$ cat src/rtl/vector_list_fetch.sv
// rtl/vector_list_fetch.sv - display-list reader: fetch, decode MOVE/LINE/NOP/END, emit beam commands
module vector_list_fetch #(
  parameter int ADDRESSWIDTH = 10,
  parameter int DATAWIDTH    = 18,
  parameter int OUT_WIDTH    = 8,
  parameter int LIST_DEPTH   = 1000
) (
  input  logic                    clk,
  input  logic                    rst,
  input  logic                    go,
  input  logic [DATAWIDTH-1:0]    data_in,
  output logic [ADDRESSWIDTH-1:0] addr,
  output logic                    halt,
  output logic                    cmd_valid,
  input  logic                    cmd_ready,
  output logic [OUT_WIDTH-1:0]    cmd_x,
  output logic [OUT_WIDTH-1:0]    cmd_y,
  output logic                    cmd_draw,
  output logic                    err_overrun
);

  localparam logic [ADDRESSWIDTH-1:0] LAST_ADDR = ADDRESSWIDTH'(LIST_DEPTH - 1);

  localparam logic [1:0] OP_MOVE = 2'b00;
  localparam logic [1:0] OP_LINE = 2'b01;
  localparam logic [1:0] OP_NOP  = 2'b10;
  localparam logic [1:0] OP_END  = 2'b11;

  typedef enum logic [2:0] {
    IDLE   = 3'd0,
    FETCH  = 3'd1,
    DECODE = 3'd2,
    EMIT   = 3'd3,
    DONE   = 3'd4
  } state_t;

  state_t                  state_q, state_d;
  logic                    go_q;
  logic [ADDRESSWIDTH-1:0] addr_q, addr_d;
  logic [OUT_WIDTH-1:0]    cmd_x_q, cmd_x_d;
  logic [OUT_WIDTH-1:0]    cmd_y_q, cmd_y_d;
  logic                    cmd_draw_q, cmd_draw_d;
  logic                    err_q, err_d;

  logic       go_rise;
  logic       at_last;
  logic [1:0] opcode;

  assign go_rise = go & ~go_q;
  assign at_last = (addr_q == LAST_ADDR);
  assign opcode  = data_in[DATAWIDTH-1 -: 2];

  // State and datapath registers; reset drops any pending command without a halt
  always_ff @(posedge clk or posedge rst) begin
    if (rst) begin
      state_q    <= IDLE;
      go_q       <= 1'b0;
      addr_q     <= '0;
      cmd_x_q    <= '0;
      cmd_y_q    <= '0;
      cmd_draw_q <= 1'b0;
      err_q      <= 1'b0;
    end else begin
      state_q    <= state_d;
      go_q       <= go;
      addr_q     <= addr_d;
      cmd_x_q    <= cmd_x_d;
      cmd_y_q    <= cmd_y_d;
      cmd_draw_q <= cmd_draw_d;
      err_q      <= err_d;
    end
  end

  // Next-state logic: walk the list, stop on END or at the last legal address
  always_comb begin
    state_d    = state_q;
    addr_d     = addr_q;
    cmd_x_d    = cmd_x_q;
    cmd_y_d    = cmd_y_q;
    cmd_draw_d = cmd_draw_q;
    err_d      = err_q;
    case (state_q)
      IDLE: begin
        addr_d = '0;
        if (go_rise) begin
          err_d   = 1'b0;
          state_d = FETCH;
        end
      end
      FETCH: state_d = DECODE;
      DECODE: begin
        case (opcode)
          OP_END: state_d = DONE;
          OP_NOP: begin
            if (at_last) begin
              err_d   = 1'b1;
              state_d = DONE;
            end else begin
              addr_d  = addr_q + ADDRESSWIDTH'(1);
              state_d = FETCH;
            end
          end
          default: begin
            cmd_x_d    = data_in[2*OUT_WIDTH-1:OUT_WIDTH];
            cmd_y_d    = data_in[OUT_WIDTH-1:0];
            cmd_draw_d = (opcode == OP_LINE);
            state_d    = EMIT;
          end
        endcase
      end
      EMIT: begin
        if (cmd_ready) begin
          if (at_last) begin
            err_d   = 1'b1;
            state_d = DONE;
          end else begin
            addr_d  = addr_q + ADDRESSWIDTH'(1);
            state_d = FETCH;
          end
        end
      end
      DONE: begin
        addr_d  = '0;
        state_d = IDLE;
      end
      default: begin
        addr_d  = '0;
        state_d = IDLE;
      end
    endcase
  end

  // Outputs decoded from state so reset clears valid/halt/addr immediately
  always_comb begin
    addr        = (state_q == IDLE) ? '0 : addr_q;
    halt        = (state_q == DONE);
    cmd_valid   = (state_q == EMIT);
    cmd_x       = cmd_x_q;
    cmd_y       = cmd_y_q;
    cmd_draw    = cmd_draw_q;
    err_overrun = err_q;
  end

endmodule

$ cat config.mk
export PLATFORM = sky130hd
export DESIGN_NAME = vector_list_fetch
export DESIGN_NICKNAME = d
export VERILOG_FILES = /design/src/rtl/vector_list_fetch.sv
export SDC_FILE = /design/constraint.sdc
export NUM_CORES = 1
export LEC_CHECK = 0
export CAP_MARGIN = 20
export CORE_ASPECT_RATIO = 1.2
export CORE_MARGIN = 3
export CORE_UTILIZATION = 41
export CTS_CLUSTER_SIZE = 16
export DETAILED_ROUTE_END_ITERATION = 16
export PLACE_DENSITY = 0.76
export SKIP_LAST_GASP = 1
export SLEW_MARGIN = 15
export SYNTH_ARGS = -nofsm -noshare
export SYNTH_HDL_FRONTEND = slang
export SYNTH_SLANG_ARGS = --single-unit
$ cat constraint.sdc
create_clock -name clk -period 1.95 [get_ports clk]
set_input_delay 0.2925 -clock clk [delete_from_list [all_inputs] [get_ports clk]]
set_output_delay 0.2925 -clock clk [all_outputs]
set_load 0.02 [all_outputs]
======== After elaboration in Yosys (flattened, before gate mapping) ========
Index checks and enable logic that the tools add are counted.
operators by class
  add/sub/neg operators ................... 1
  eq/ne operators ......................... 11
  mux-type cells .......................... 15
  bitwise gates (word level) .............. 4
  reductions and logical operators ........ 7
operator list
  operator                 count
  $mux W10                 4
  $pmux W10 S3             1
  $pmux W3 S4              1
  $add A10 B1 Y10 const B  1
  $eq A10 B10 Y1 const B   1
  $mux W3                  3
  $eq A3 B2 Y1 const B     2
  $pmux W3 S2              1
  $eq A2 B2 Y1 const B     2
  $mux W1                  4
  $ne A2 B2 Y1 const B     2
  $reduce_and A2 Y1        2
  $reduce_and A4 Y1        1
  $eq A3 B1 Y1 const B     1
  $eq A3 B3 Y1 const B     1
  $logic_not A3 Y1         1
  $not A1 Y1               3
  $pmux W1 S3              1
  $reduce_and A3 Y1        1
  $reduce_bool A3 Y1       1
  $eq A2 B1 Y1 const B     1
  $ne A2 B1 Y1 const B     1
  $reduce_or A2 Y1         1
  $and A1 B1 Y1            1
storage, ports and cells
  flip-flop bits (word level) ............. 32
  input port bits ......................... 22
  output and inout port bits .............. 30
  logic and storage cells ................. 45

======== Logic depth before layout (Yosys ltp) ========
  word-level depth ........................ 4
  depth in mapped cells ................... 8

======== Least setup slack after synthesis ========
OpenSTA, ideal clock, no wires.
  path type ............................... flip-flop to flip-flop
  from .................................... reg addr_q[0]
  to ...................................... reg addr_q[0]
  setup time .............................. 0.118 ns
  data arrival time ....................... 1.778 ns
  required time ........................... 1.832 ns
  slack ................................... 0.054 ns
  stages on the path, launching flop included .. 9
  cells stage by stage .................... dfrtp_1 > ha_1 > nand2_1 > or4_4 > o22ai_2 > buf_6 > buf_12 > nor3_1 > a21o_1
between the ends
  longest elaborated chain between the ends .. 4
  elaborated cells on any way between the ends .. 6
ends and longest elaborated chain
  item                                                      RTL line     source
  start: declaration                                        39           logic [ADDRESSWIDTH-1:0] addr_q, addr_d;
  start signal: assignment                                  66           addr_q <= addr_d;
  $add A10 B1 Y10 / $eq A10 B10 Y1 (equally long branches)  99, 117, 50
  $mux W10 *                                                95, 113
  $mux W10 (on tied branches)                               112, 92
  $pmux W10 S3 *                                            82           case (state_q)
Mark *: on every way between the ends. The rest lies on a longest branch, timed or not. The select of a mux whose other input is x is not followed.
A chain may end at the register's enable or synchronous reset.

======== Worst setup path in the final report ========
  from .................................... reg addr_q[4]
  to ...................................... reg addr_q[3]
between the ends
  longest elaborated chain between the ends .. 4
  elaborated cells on any way between the ends .. 5
ends and longest elaborated chain
  item                         RTL line  source
  $eq A10 B10 Y1 *             50        assign at_last = (addr_q == LAST_ADDR);
  $mux W10 *                   -
  $mux W10 (on tied branches)  -
  $pmux W10 S3 *               -
Marks and branches as above.

==> impl_results.md <==
* Clock skew at ~0.0031 ns
* Post-synth top area cell: sky130_fd_sc_hd__dfrtp_1
* Cell internal pwr at approximately 0.0021 W
* Pleak at around 1.1 nW
* Layout cell share with drive strength beyond 1 at a little under a fifth
* Total of flip-flops plus latches after synthesis at 32
* Gate Count Post-Synth at about 150
* Clock-pin transition on the worst setup and hold timing paths at about 0.070 ns
* Final number of hold-violating endpoints at 0
* Library cells used by synthesis at 39
* Std-Cell Rows at 24
* Mux share of post-synthesis cell area at 12.1%
* Number of fill cells in the layout at around 280
* FF-to-FF Start: addr_q[4]$_DFFE_PP0P_
* Quantity of I/O buffers inserted on ports at 51
* Xor/xnor cell area share of the yosys netlist at 0%
* Clock tree from TritonCTS: built
* Post-synthesis instance area at about 1600 um^2
* Setup violations, final at 0
* Kind of end point of the critical path: flop
* Wire length of the first global-routing pass at between 6 and 7 mm
* Worst hold-check path type: in -> async
* Number of routed nets with antenna violations at 0
* Slew of the pin with the lowest slew margin at 0.587 ns
* Post-Route Utilization at between 60% and 70%
* Count of nets after finishing at 240
* Run status: finished, final reports clean
* Worst Path Class, Setup: reg -> reg
* Slowest stage cell, crit path: sky130_fd_sc_hd__or4_4
* Tightest slew margin relative to the limit at just over 60%
* Most used flip-flop cell after synthesis: sky130_fd_sc_hd__dfrtp_1
* Length in cells of the worst reg-to-reg path at 6
* Clock power frac at between 10% and 20%
* Area share of fa/ha/maj cells after synthesis at less than 1%
* Sequential-to-total area share from yosys stat at 50.5%
* Worst reg2reg setup slack at a little over 0.06 ns
* RSZ-0062 raised after global routing: true
* RePlAce Congestion at around 0.80
* Diodes inserted at 0
* Maxcap violations at 0
* Maximum vdd drop at roughly 0.00092 V
* Via count of the routed design at 1,383
* Post-placement setup slack at -0.151 ns
* Routed wire length at approximately 3.9 mm
* Clock tree root driver cell: sky130_fd_sc_hd__clkbuf_8
* Main area contributors after synthesis: sky130_fd_sc_hd__dfrtp_1 50%, sky130_fd_sc_hd__mux2_1 12%, sky130_fd_sc_hd__nor2b_1 4.7%, sky130_fd_sc_hd__a21oi_1 4.1%, sky130_fd_sc_hd__or3_1 2.8%
* Sequential group share of total power at about a third
* Maximum fanout encountered on the critical timing path at 20
* Simple-gate share of the synthesized area at approximately 19%
* Insertion delay to the later sink of the worst-skew pair at around 0.28 ns
* Area growth from synthesis to final layout at 51.7%
* Mean instance size in the synthesized netlist at between 10 and 15 um^2
* Buf+Inv Stages, Crit Path at 1
* DP HPWL at between 2 and 3 mm
* Overflow after GRT at 0
* Number of flops mapped to enable cells by yosys at 0
* Final cycle utilization of the critical path at around 97%
* Std-Cell Core Area at between 3000 and 4000 um^2
* Number of max-slew violations in the final report at 0
* Startpoint kind of the worst setup timing path: flop
* Num CTS Buffers at 5
* Comb pwr share at 49.6%
* Number of H-tree levels at 2
* Share of Yosys cell area claimed by the top area cell type at between 50% and 60%
* Cell family with most CP delay: simple AND/OR/NAND/NOR gates
* Routed wire length per instance at 14.4 um
* Maximum clock frequency at around 530 MHz
* Setup TNS after final layout at 0 ns
* Smallest setup slack after layout at 0.0623 ns
* Remaining design rule violation count at 0
* Complex-gate fraction of the synthesized area at between 10% and 20%
* Endpoint arrival time on the critical path at 2.03 ns
* Worst reg2reg endpoint: addr_q[3]$_DFFE_PP0P_
* Vertical extent of the die at approximately 74 um
* P per Cell Area at between 1000 and 1500 nW/um^2
* # clock sinks at 32
* Die area at 4650 um^2
* X dimension of the die at about 63 um
* Net switching power of the design at between 0.001 and 0.0015 W
* Async S/R FF share, synth at between 90% and 100%
* Initial antenna violation count at 0
* Maximum buffer depth of the clock tree at 2
* Post-detailed-route via-to-cell ratio at a little over 5
* Starting density of the core at between 40 and 50%
* Delay contributed by the slowest stage of the critical path at around 0.46 ns
* Number of warnings printed during yosys synthesis at 0
* Top-level port count at 52
* Critical path, cell by cell: or3b_1, or4_4, o22ai_4, buf_12, or3_1, a21oi_1
* Total routing usage reported by global routing at 17.9%
* Post-synth net total at about 170
* Number of global-route vias before repair at between 1,000 and 1,500
* Combinational family with the most area after synthesis: simple AND/OR/NAND/NOR gates
* Required arrival time at the worst endpoint at around 2.1 ns
* Time the worst path needs with I/O delays and setup at approximately 1.9 ns
* Share of total power consumed by net switching at roughly two fifths
* Iteration-0 DRC Markers at 43
* Length of the first detailed-routing pass in iterations at 4
* Largest net degree at the start of global routing at 21
sequential cells by signal, summed over array words and instances, names as in the netlist:
| register | cells |
|---|---|
| cmd_draw | 1 |
| err_overrun | 1 |
| go_q | 1 |
| state_q | 3 |
| addr_q | 10 |
| cmd_x | 8 |
| cmd_y | 8 |
per-stage QoR:
step	power, W	hold WS, ns	instance area (um^2)	cells
CTS	0.00337	0.337	2370	267
floorplan	0.00203	0.324	1590	146
global route	0.00357	0.409	2410	270
global placement	0.00266	0.467	2240	259
finish	0.00337	0.332	2410	270
detailed placement	0.00272	0.478	2240	259
metal layers:
layer / GRT usage, % / vias up / share of wire [%]
li1: - / 661 / -
met1: 19.0 / 660 / 39
met2: 33.1 / 57 / 52
met3: 6.80 / 5 / 7.9
met4: 5.88 / 0 / 0.98
met5: 0 / - / 0
synthesized netlist by cell type, types with 2 or more instances:
cell type                 instances
sky130_fd_sc_hd__dfrtp_1         32
sky130_fd_sc_hd__o21ai_1          5
sky130_fd_sc_hd__nor3_1           3
sky130_fd_sc_hd__or4_1            2
sky130_fd_sc_hd__or3_1            7
sky130_fd_sc_hd__o31ai_1          2
sky130_fd_sc_hd__a31oi_1          2
sky130_fd_sc_hd__mux2_1          17
sky130_fd_sc_hd__nand3_1          3
sky130_fd_sc_hd__buf_6            3
sky130_fd_sc_hd__a21oi_1         13
sky130_fd_sc_hd__nor2b_1         12
sky130_fd_sc_hd__inv_1            4
sky130_fd_sc_hd__nand2_1         10
sky130_fd_sc_hd__nor2_1           7
timing repair:
action,4_1_cts,5_1_grt
resized for setup,16,5
buffers inserted,0,3
endpoints found under the setup margin,13,11
hold buffers,0,0
pin swaps,1,1
how the worst max path moves through the flow:
stage	from	to	slack [ns]	cells past startpoint
final	addr_q[4]$_DFFE_PP0P_	addr_q[3]$_DFFE_PP0P_	0.06	6
after global routing	addr_q[4]$_DFFE_PP0P_	addr_q[3]$_DFFE_PP0P_	-0.02	6
after CTS	addr_q[4]$_DFFE_PP0P_	err_overrun$_DFFE_PP0P_	0.01	5
after detailed placement	data_in[16]	addr_q[5]$_DFFE_PP0P_	-0.15	7
after global placement	data_in[16]	addr_q[5]$_DFFE_PP0P_	-0.08	7
after floorplan	addr_q[0]$_DFFE_PP0P_	addr_q[0]$_DFFE_PP0P_	0.05	8
cells in the final DEF (no fill, tap or decap), types with 3 or more instances in the layout:
| cell type | synthesis | final |
|---|---|---|
| sky130_fd_sc_hd__a21oi_1 | 13 | 13 |
| sky130_fd_sc_hd__dfrtp_1 | 32 | 30 |
| sky130_fd_sc_hd__clkdlybuf4s50_1 | 0 | 39 |
| sky130_fd_sc_hd__inv_1 | 4 | 4 |
| sky130_fd_sc_hd__nor3_1 | 3 | 3 |
| sky130_fd_sc_hd__nor2_1 | 7 | 7 |
| sky130_fd_sc_hd__or3_1 | 7 | 7 |
| sky130_fd_sc_hd__dlygate4sd2_1 | 0 | 11 |
| sky130_fd_sc_hd__clkbuf_8 | 0 | 5 |
| sky130_fd_sc_hd__o21ai_1 | 5 | 5 |
| sky130_fd_sc_hd__nand2_1 | 10 | 9 |
| sky130_fd_sc_hd__nand3_1 | 3 | 3 |
| sky130_fd_sc_hd__mux2_1 | 17 | 17 |
| sky130_fd_sc_hd__buf_4 | 1 | 17 |
| sky130_fd_sc_hd__nor2b_1 | 12 | 12 |
worst min-delay path, cell delays in order:
cell	delay, ns
sky130_fd_sc_hd__clkdlybuf4s50_1	0.40
sky130_fd_sc_hd__inv_1	0.07
sky130_fd_sc_hd__buf_4	0.21
layout make-up:
class / instances / area (um^2) / share of cell area [%]
inverters: 5 / 18.8 / 0.780
repair buffers: 71 / 678 / 28.2
multi-input cells: 102 / 731 / 30.4
flip-flops and latches: 32 / 803 / 33.4
clock inverters: 3 / 42.5 / 1.77
clock buffers: 5 / 68.8 / 2.86
well taps: 52 / 65.1 / 2.70
kinds of logic after synthesis:
| family | after synthesis |
|---|---|
| AOI/OAI and AO/OA | 31 |
| adders and majority gates | 1 |
| buffers and inverters | 12 |
| DFF | 32 |
| muxes | 17 |
| and+or+nand+nor | 53 |
power groups by stage:
| stage | combinational (W) | sequential [W] | clock [W] |
|---|---|---|---|
| 6_report | 0.00167 | 0.00107 | 0.000632 |
| 5_1_grt | 0.00181 | 0.00109 | 0.000673 |
| 4_1_cts | 0.00166 | 0.00106 | 0.000646 |
| 3_5_place_dp | 0.00166 | 0.00107 | 0 |
| 3_3_place_gp | 0.00161 | 0.00105 | 0 |
| 2_1_floorplan | 0.000777 | 0.00125 | 0 |
Note: power is estimated with default switching activity, not from simulation.
